## src/rtl/vga_timing_pkg.sv

```systemverilog
// Shared VGA timing defaults, derived-total helpers and common types for the
// controller and the sync decoder.
package vga_timing_pkg;

    localparam int unsigned H_ACTIVE_DEF = 640;
    localparam int unsigned H_FP_DEF     = 16;
    localparam int unsigned H_SYNC_DEF   = 96;
    localparam int unsigned H_BP_DEF     = 48;
    localparam int unsigned V_ACTIVE_DEF = 480;
    localparam int unsigned V_FP_DEF     = 10;
    localparam int unsigned V_SYNC_DEF   = 2;
    localparam int unsigned V_BP_DEF     = 33;

    localparam int unsigned CNT_W = 11;
    localparam int unsigned CLR_W = 10;

    typedef logic [CNT_W-1:0] cnt_t;

    typedef struct packed {
        logic [CLR_W-1:0] red;
        logic [CLR_W-1:0] grn;
        logic [CLR_W-1:0] blu;
    } pix_t;

    typedef enum logic [1:0] {
        SEARCH = 2'd0,
        ALIGN  = 2'd1,
        LOCKED = 2'd2
    } lock_st_e;

    localparam int unsigned H_TOTAL_DEF = H_ACTIVE_DEF + H_FP_DEF + H_SYNC_DEF + H_BP_DEF;
    localparam int unsigned V_TOTAL_DEF = V_ACTIVE_DEF + V_FP_DEF + V_SYNC_DEF + V_BP_DEF;

    function automatic int unsigned line_total(input int unsigned active, input int unsigned fp,
                                               input int unsigned sync, input int unsigned bp);
        return active + fp + sync + bp;
    endfunction

    // Offset of the first visible pixel/line measured from the sync falling edge.
    function automatic int unsigned active_ofs(input int unsigned sync, input int unsigned bp);
        return sync + bp;
    endfunction

    function automatic cnt_t cnt_sat_inc(input cnt_t c);
        return (c == '1) ? c : c + cnt_t'(1);
    endfunction

endpackage

```

## src/rtl/edge_detect.sv

```systemverilog
// Rising/falling edge detector on an already-registered sample; edges are
// combinational in the same cycle as the new sample, no backpressure.
module edge_detect #(
    parameter logic RST_VAL = 1'b1
) (
    input  logic clk,
    input  logic rst_n,
    input  logic sig,
    output logic fall,
    output logic rise
);

    logic prev_q;
    logic prev_d;

    always_comb begin
        prev_d = sig;
    end

    always_ff @(posedge clk or negedge rst_n) begin
        if (!rst_n) begin
            prev_q <= RST_VAL;
        end else begin
            prev_q <= prev_d;
        end
    end

    assign fall = prev_q & ~sig;
    assign rise = ~prev_q & sig;

endmodule

```

## src/rtl/vga_sync_decoder.sv

```systemverilog
// Recovers VGA timing, verifies it and emits active-area pixels with coordinates;
// latency 2 clk from pins to px outputs, free-running video so no backpressure.
module vga_sync_decoder
    import vga_timing_pkg::*;
#(
    parameter int unsigned H_ACTIVE = H_ACTIVE_DEF,
    parameter int unsigned H_FP     = H_FP_DEF,
    parameter int unsigned H_SYNC   = H_SYNC_DEF,
    parameter int unsigned H_BP     = H_BP_DEF,
    parameter int unsigned V_ACTIVE = V_ACTIVE_DEF,
    parameter int unsigned V_FP     = V_FP_DEF,
    parameter int unsigned V_SYNC   = V_SYNC_DEF,
    parameter int unsigned V_BP     = V_BP_DEF
) (
    input  logic        clk,
    input  logic        rst,
    input  logic        HSYNC,
    input  logic        VSYNC,
    input  logic [9:0]  RED,
    input  logic [9:0]  GRN,
    input  logic [9:0]  BLU,
    output logic [10:0] x,
    output logic [10:0] y,
    output logic [29:0] px_data,
    output logic        px_valid,
    output logic        line_start,
    output logic        frame_start,
    output logic        locked,
    output logic        h_err,
    output logic        v_err,
    output logic [7:0]  err_cnt
);

    localparam int unsigned H_TOTAL = line_total(H_ACTIVE, H_FP, H_SYNC, H_BP);
    localparam int unsigned V_TOTAL = line_total(V_ACTIVE, V_FP, V_SYNC, V_BP);
    localparam int unsigned H_OFS   = active_ofs(H_SYNC, H_BP);
    localparam int unsigned V_OFS   = active_ofs(V_SYNC, V_BP);

    localparam cnt_t H_SYNC_C = cnt_t'(H_SYNC);
    localparam cnt_t H_LAST_C = cnt_t'(H_TOTAL - 1);
    localparam cnt_t H_TMO_C  = cnt_t'(2 * H_TOTAL);
    localparam cnt_t H_OFS_C  = cnt_t'(H_OFS);
    localparam cnt_t H_END_C  = cnt_t'(H_OFS + H_ACTIVE);
    localparam cnt_t V_SYNC_C = cnt_t'(V_SYNC);
    localparam cnt_t V_LAST_C = cnt_t'(V_TOTAL - 1);
    localparam cnt_t V_OFS_C  = cnt_t'(V_OFS);
    localparam cnt_t V_END_C  = cnt_t'(V_OFS + V_ACTIVE);

    logic       hs_q, hs_d, vs_q, vs_d;
    pix_t       pix_q, pix_d;
    cnt_t       hcnt_q, hcnt_d, vcnt_q, vcnt_d;
    logic       h_seen_q, h_seen_d, v_seen_q, v_seen_d;
    cnt_t       x_q, x_d, y_q, y_d;
    pix_t       px_data_q, px_data_d;
    logic       px_valid_q, px_valid_d;
    logic       line_start_q, line_start_d, frame_start_q, frame_start_d;
    logic       h_err_q, h_err_d, v_err_q, v_err_d;
    logic [7:0] err_cnt_q, err_cnt_d;
    lock_st_e   state_q;
    logic       frame_err_q;
    logic       locked_q;

    logic hs_fall, hs_rise, vs_fall, vs_rise;
    logic tmo, any_err, active;

    edge_detect #(.RST_VAL(1'b1)) u_hs_edge (
        .clk   (clk),
        .rst_n (rst),
        .sig   (hs_q),
        .fall  (hs_fall),
        .rise  (hs_rise)
    );

    edge_detect #(.RST_VAL(1'b1)) u_vs_edge (
        .clk   (clk),
        .rst_n (rst),
        .sig   (vs_q),
        .fall  (vs_fall),
        .rise  (vs_rise)
    );

    // hcnt_d/vcnt_d belong to the sample now in hs_q/vs_q; the _q copies are the previous sample.
    always_comb begin
        hs_d  = HSYNC;
        vs_d  = VSYNC;
        pix_d = {RED, GRN, BLU};

        hcnt_d = hs_fall ? '0 : cnt_sat_inc(hcnt_q);
        if (vs_fall) begin
            vcnt_d = '0;
        end else if (hs_fall) begin
            vcnt_d = cnt_sat_inc(vcnt_q);
        end else begin
            vcnt_d = vcnt_q;
        end

        tmo     = !hs_fall && (hcnt_d == H_TMO_C);
        h_err_d = tmo
               || (h_seen_q && hs_rise && (hcnt_d != H_SYNC_C))
               || (h_seen_q && hs_fall && (hcnt_q != H_LAST_C));
        v_err_d = v_seen_q && ((vs_rise && (vcnt_d != V_SYNC_C))
                            || (vs_fall && (vcnt_q != V_LAST_C)));
        any_err = h_err_d || v_err_d;

        // The first edge after losing sync has no trustworthy previous count.
        h_seen_d = tmo ? 1'b0 : (hs_fall ? 1'b1 : h_seen_q);
        v_seen_d = tmo ? 1'b0 : (vs_fall ? 1'b1 : v_seen_q);

        active = (hcnt_d >= H_OFS_C) && (hcnt_d < H_END_C)
              && (vcnt_d >= V_OFS_C) && (vcnt_d < V_END_C);
        px_valid_d = active && (state_q == LOCKED) && !any_err;
        x_d        = px_valid_d ? hcnt_d - H_OFS_C : x_q;
        y_d        = px_valid_d ? vcnt_d - V_OFS_C : y_q;
        px_data_d  = px_valid_d ? pix_q : px_data_q;

        line_start_d  = hs_fall;
        frame_start_d = vs_fall;
        err_cnt_d     = (any_err && (err_cnt_q != 8'hFF)) ? err_cnt_q + 8'd1 : err_cnt_q;
    end

    always_ff @(posedge clk or negedge rst) begin
        if (!rst) begin
            hs_q          <= 1'b1;
            vs_q          <= 1'b1;
            pix_q         <= '0;
            hcnt_q        <= '0;
            vcnt_q        <= '0;
            h_seen_q      <= 1'b0;
            v_seen_q      <= 1'b0;
            x_q           <= '0;
            y_q           <= '0;
            px_data_q     <= '0;
            px_valid_q    <= 1'b0;
            line_start_q  <= 1'b0;
            frame_start_q <= 1'b0;
            h_err_q       <= 1'b0;
            v_err_q       <= 1'b0;
            err_cnt_q     <= '0;
        end else begin
            hs_q          <= hs_d;
            vs_q          <= vs_d;
            pix_q         <= pix_d;
            hcnt_q        <= hcnt_d;
            vcnt_q        <= vcnt_d;
            h_seen_q      <= h_seen_d;
            v_seen_q      <= v_seen_d;
            x_q           <= x_d;
            y_q           <= y_d;
            px_data_q     <= px_data_d;
            px_valid_q    <= px_valid_d;
            line_start_q  <= line_start_d;
            frame_start_q <= frame_start_d;
            h_err_q       <= h_err_d;
            v_err_q       <= v_err_d;
            err_cnt_q     <= err_cnt_d;
        end
    end

    // frame_err_q marks the frame in progress as dirty; an error on the VSYNC edge itself closes the old frame.
    always_ff @(posedge clk or negedge rst) begin
        if (!rst) begin
            state_q     <= SEARCH;
            frame_err_q <= 1'b0;
            locked_q    <= 1'b0;
        end else if (tmo) begin
            state_q     <= SEARCH;
            frame_err_q <= 1'b0;
            locked_q    <= 1'b0;
        end else begin
            case (state_q)
                SEARCH: begin
                    if (vs_fall) begin
                        state_q     <= ALIGN;
                        frame_err_q <= 1'b0;
                    end
                end
                ALIGN: begin
                    if (vs_fall) begin
                        if (!frame_err_q && !any_err) begin
                            state_q  <= LOCKED;
                            locked_q <= 1'b1;
                        end
                        frame_err_q <= 1'b0;
                    end else if (any_err) begin
                        frame_err_q <= 1'b1;
                    end
                end
                LOCKED: begin
                    if (any_err) begin
                        state_q     <= ALIGN;
                        locked_q    <= 1'b0;
                        frame_err_q <= !vs_fall;
                    end
                end
                default: begin
                    state_q     <= SEARCH;
                    frame_err_q <= 1'b0;
                    locked_q    <= 1'b0;
                end
            endcase
        end
    end

    assign x           = x_q;
    assign y           = y_q;
    assign px_data     = px_data_q;
    assign px_valid    = px_valid_q;
    assign line_start  = line_start_q;
    assign frame_start = frame_start_q;
    assign locked      = locked_q;
    assign h_err       = h_err_q;
    assign v_err       = v_err_q;
    assign err_cnt     = err_cnt_q;

endmodule
```

## config.mk

```make
export PLATFORM = sky130hd
export DESIGN_NAME = vga_sync_decoder
export DESIGN_NICKNAME = d
export VERILOG_FILES = /design/src/rtl/vga_timing_pkg.sv /design/src/rtl/edge_detect.sv /design/src/rtl/vga_sync_decoder.sv
export SDC_FILE = /design/constraint.sdc
export NUM_CORES = 1
export LEC_CHECK = 0
export ABC_AREA = 1
export CELL_PAD_IN_SITES_DETAIL_PLACEMENT = 0
export CELL_PAD_IN_SITES_GLOBAL_PLACEMENT = 1
export CORE_MARGIN = 2
export CORE_UTILIZATION = 39
export CTS_BUF_LIST = sky130_fd_sc_hd__clkbuf_16
export DETAILED_ROUTE_END_ITERATION = 7
export PLACE_DENSITY_LB_ADDON = 0.25
export SLEW_MARGIN = 40
export SYNTH_ARGS = -nofsm -noshare
export SYNTH_HDL_FRONTEND = slang
export SYNTH_SLANG_ARGS = --single-unit
```

## constraint.sdc

```tcl
create_clock -name clk -period 4.25 [get_ports clk]
set_clock_uncertainty 0.2 [all_clocks]
set_input_delay 0.85 -clock clk [delete_from_list [all_inputs] [get_ports clk]]
set_output_delay 0.85 -clock clk [all_outputs]
set_load 0.005 [all_outputs]
```

==> reports/metrics.csv <==
stage;metric;value;unit
sta;Slew Viols, Final;0;
logic_synthesis;Unique masters post-synth;34;
die;die area;15500;um^2
clocking;Max clock buf depth;2;
routing;first-pass iteration count of the detailed router;4;
final_layout;final-layout fill cell count;1305;
clocking;Clock Sinks;127;
global_route;vias in the first global route;4596;
clocking;CTS Hold Bufs;0;
routing;wirelength, routed;13000;um
final_layout;share of layout cells above drive strength 1;7.26;%
global_route;first-pass GRT wire length;22100;um
worst_setup_path;CP required;4.34;ns
clocking;CTS tree;built;
logic_synthesis;Ys Warns;0;
power_and_ir_drop;Lkg Pwr;3.69;nW
global_route;Overflow after GRT;0;
worst_setup_path;worst-path maximum fanout;35;
routing;DR vias/cell;4.78;
final_layout;footprint of the multi-input gates;2110;um^2
sta;WHS;0.166;ns
final_layout;final non-filler cell total;955;
placement;Setup WS pre-CTS;0.556;ns
sta;RSZ-0062 raised after global routing;no;
logic_synthesis;count leader, synth;nand2_1;
sta;actual slew at the worst max-slew pin;0.661;ns
final_layout;ANT cells;0;
power_and_ir_drop;Peak VDD IR;0.000323;V
power_and_ir_drop;Pwr Total;3.27;mW
placement;PortBufs;99;
logic_synthesis;Mapped Avg Cell Area;8.70;um^2
logic_synthesis;post-synth top area share;54.3;%
routing;via count;4563;
logic_synthesis;dominant cell type by area after synthesis;dfrtp_1;
worst_setup_path;crit path launch type;register;
die;Core Region;14400;um^2
logic_synthesis;synth top area cells;dfrtp_1 54%, nand2_1 15%, inv_1 4.4%;
clocking;Clk pin slew, worst setup/hold paths;0.06;ns
clocking;CTS buffer count;17;
clocking;post_cts resized;0;
final_layout;Reg area;3180;um^2
logic_synthesis;Synth Flop Type;dfrtp_1;
worst_hold_path;worst hold path class;register to register;
logic_synthesis;number of flops mapped to enable cells by yosys;0;
sta;final hold violation count;0;
logic_synthesis;Synth Instances;652;
worst_setup_path;Worst Path Arrival;3.79;ns
die;FP Rows;44;
final_layout;# nets final;806;
routing;post-route ant nets;0;
sta;Final min period;3.70;ns
clocking;CTS Root Cell;clkbuf_16;
final_layout;synthesis-to-finish area growth;30.5;%
routing;DRC violations left;0;
logic_synthesis;Synth top cells by count;234 x nand2_1, 123 x dfrtp_1, 66 x inv_1, 48 x nand3_1, 36 x nor2_1;
sta;TNS Setup;0;ns
logic_synthesis;Netlist Area Pre-Place;5670;um^2
worst_setup_path;Worst Setup End Kind;register;
run;max_cap viols;0;
sta;Finish-stage setup viols;0;
clocking;Clock Latency Late Sink;0.42;ns
sta;Tcrit/Tclk final;87.0;%
routing;wire per inst;13.6;um
worst_setup_path;critical path type;register to register;
clocking;Max H-tree Level;4;
worst_setup_path;flop2flop setup slack;0.55;ns
die;Die H;125;um
global_route;initial antenna violation count;0;
global_route;largest net degree at the start of global routing;67;
logic_synthesis;flops & latches, synth;127;
logic_synthesis;post-synthesis sequential area ratio;56.1;%
clocking;setup repair bufs after CTS;0;
logic_synthesis;Synth Net Count;699;
run_status;outcome;completed;
power_and_ir_drop;pwr dens;441;nW/um^2
sta;worst setup margin;0.551;ns
die;Initial Utilization;39.5;%
global_route;gr usage total;17.8;%
placement;HPWL after detailed placement;9250;um
final_layout;Final Core Density;51.5;%
die;Horiz. Die Dim;125;um
placement;placed cells;924;
routing;Iter 0 DRT Violations;250;
placement;Cell Area, Placed;6840;um^2
sta;max_slew headroom;55.6;%
sta;maximum clock rate;270;MHz
placement;Placer Congestion;0.844;
final_layout;Final Cell Area;7400;um^2
die;I/O pins;100;
logic_synthesis;asr flop ratio synth;100;%
-- cell type report --
type / instances / share of cell area, %
timing repair buffer: 104 / 14.1
multi-input combinational: 435 / 28.6
clock buffer: 17 / 5.75
clock inverter: 14 / 1.74
inverter: 74 / 3.75
sequential: 127 / 43.0
tap: 184 / 3.11
-- flip-flops by register name, summed over array words and instances (netlist names), 2 cells and up --
| signal | count |
|---|---|
| err_cnt | 8 |
| state_q | 2 |
| hcnt_q | 11 |
| x | 11 |
| px_data | 30 |
| vcnt_q | 11 |
| pix_q | 30 |
| y | 11 |
-- metal layers --
layer	GRT usage [%]	wire length, um
met4	7.27	278
met1	21.9	5830
met3	5.24	556
met5	0	0
met2	29.3	6350
-- path summary, 6_finish.rpt --
| path | start | endpoint | cells after the start |
|---|---|---|---|
| min | hs_q$_DFF_PN1_ | u_hs_edge.prev_q$_DFF_PN1_ | 0 |
| min reg2reg | hs_q$_DFF_PN1_ | u_hs_edge.prev_q$_DFF_PN1_ | 0 |
| max reg2reg | hcnt_q[0]$_DFF_PN0_ | x[0]$_DFFE_PN0P_ | 20 |
| max | hcnt_q[0]$_DFF_PN0_ | x[0]$_DFFE_PN0P_ | 20 |
| min in group asynchronous | rst | err_cnt[3]$_DFFE_PN0P_ | 1 |
| max in group asynchronous | rst | hcnt_q[4]$_DFF_PN0_ | 2 |
-- critical path, stage by stage (launching register included) --
cell and delay [ns]:
dfrtp_1 0.43, ha_1 0.23, nand2_2 0.09, nor2_4 0.13, nand3_2 0.23, nand3_1 0.13
nand3_1 0.19, ha_1 0.31, inv_1 0.09, nor2_1 0.05, nand3_1 0.09, nor2_1 0.05
nand2_1 0.17, nand2_1 0.12, a21oi_4 0.19, nand2_1 0.13, inv_2 0.11, nand3_4 0.15
buf_4 0.29, nand2_1 0.10, o21ai_0 0.08
-- placed cells by master (no fill, tap or decap), drive strengths merged --
cell type,n
clkbuf,17
ha,13
o41ai,1
nand3,53
xor2,16
or2,2
dfstp,4
dfrtp,123
o21a,1
o2111ai,1
nor3,8
clkinvlp,2
nand2,237
nand4,9
clkdlybuf4s50,98
o21ai,35
nor2,40
bufinv,2
inv,76
clkinv,8
xnor2,5
nor4,1
buf,6
o211ai,5
a21oi,8
-- cell families (layout without fill, tap and decap cells) --
group           count (synthesis)  in the layout  share of synthesized area (%)
xor+xnor                       21             21                           3.24
simple gates                  350            350                           26.0
flops                         127            127                           56.1
fa+ha+maj                      13             13                           2.87
compound gates                 51             51                           5.10
buf+inv                        90            209                           6.64
-- power by group --
part / switching, mW / internal [mW] / total (mW)
combinational: 0.288 / 0.229 / 0.516
sequential: 0.0843 / 1.30 / 1.38
clock: 0.524 / 0.847 / 1.37
Power figures use the tool's default switching activity.
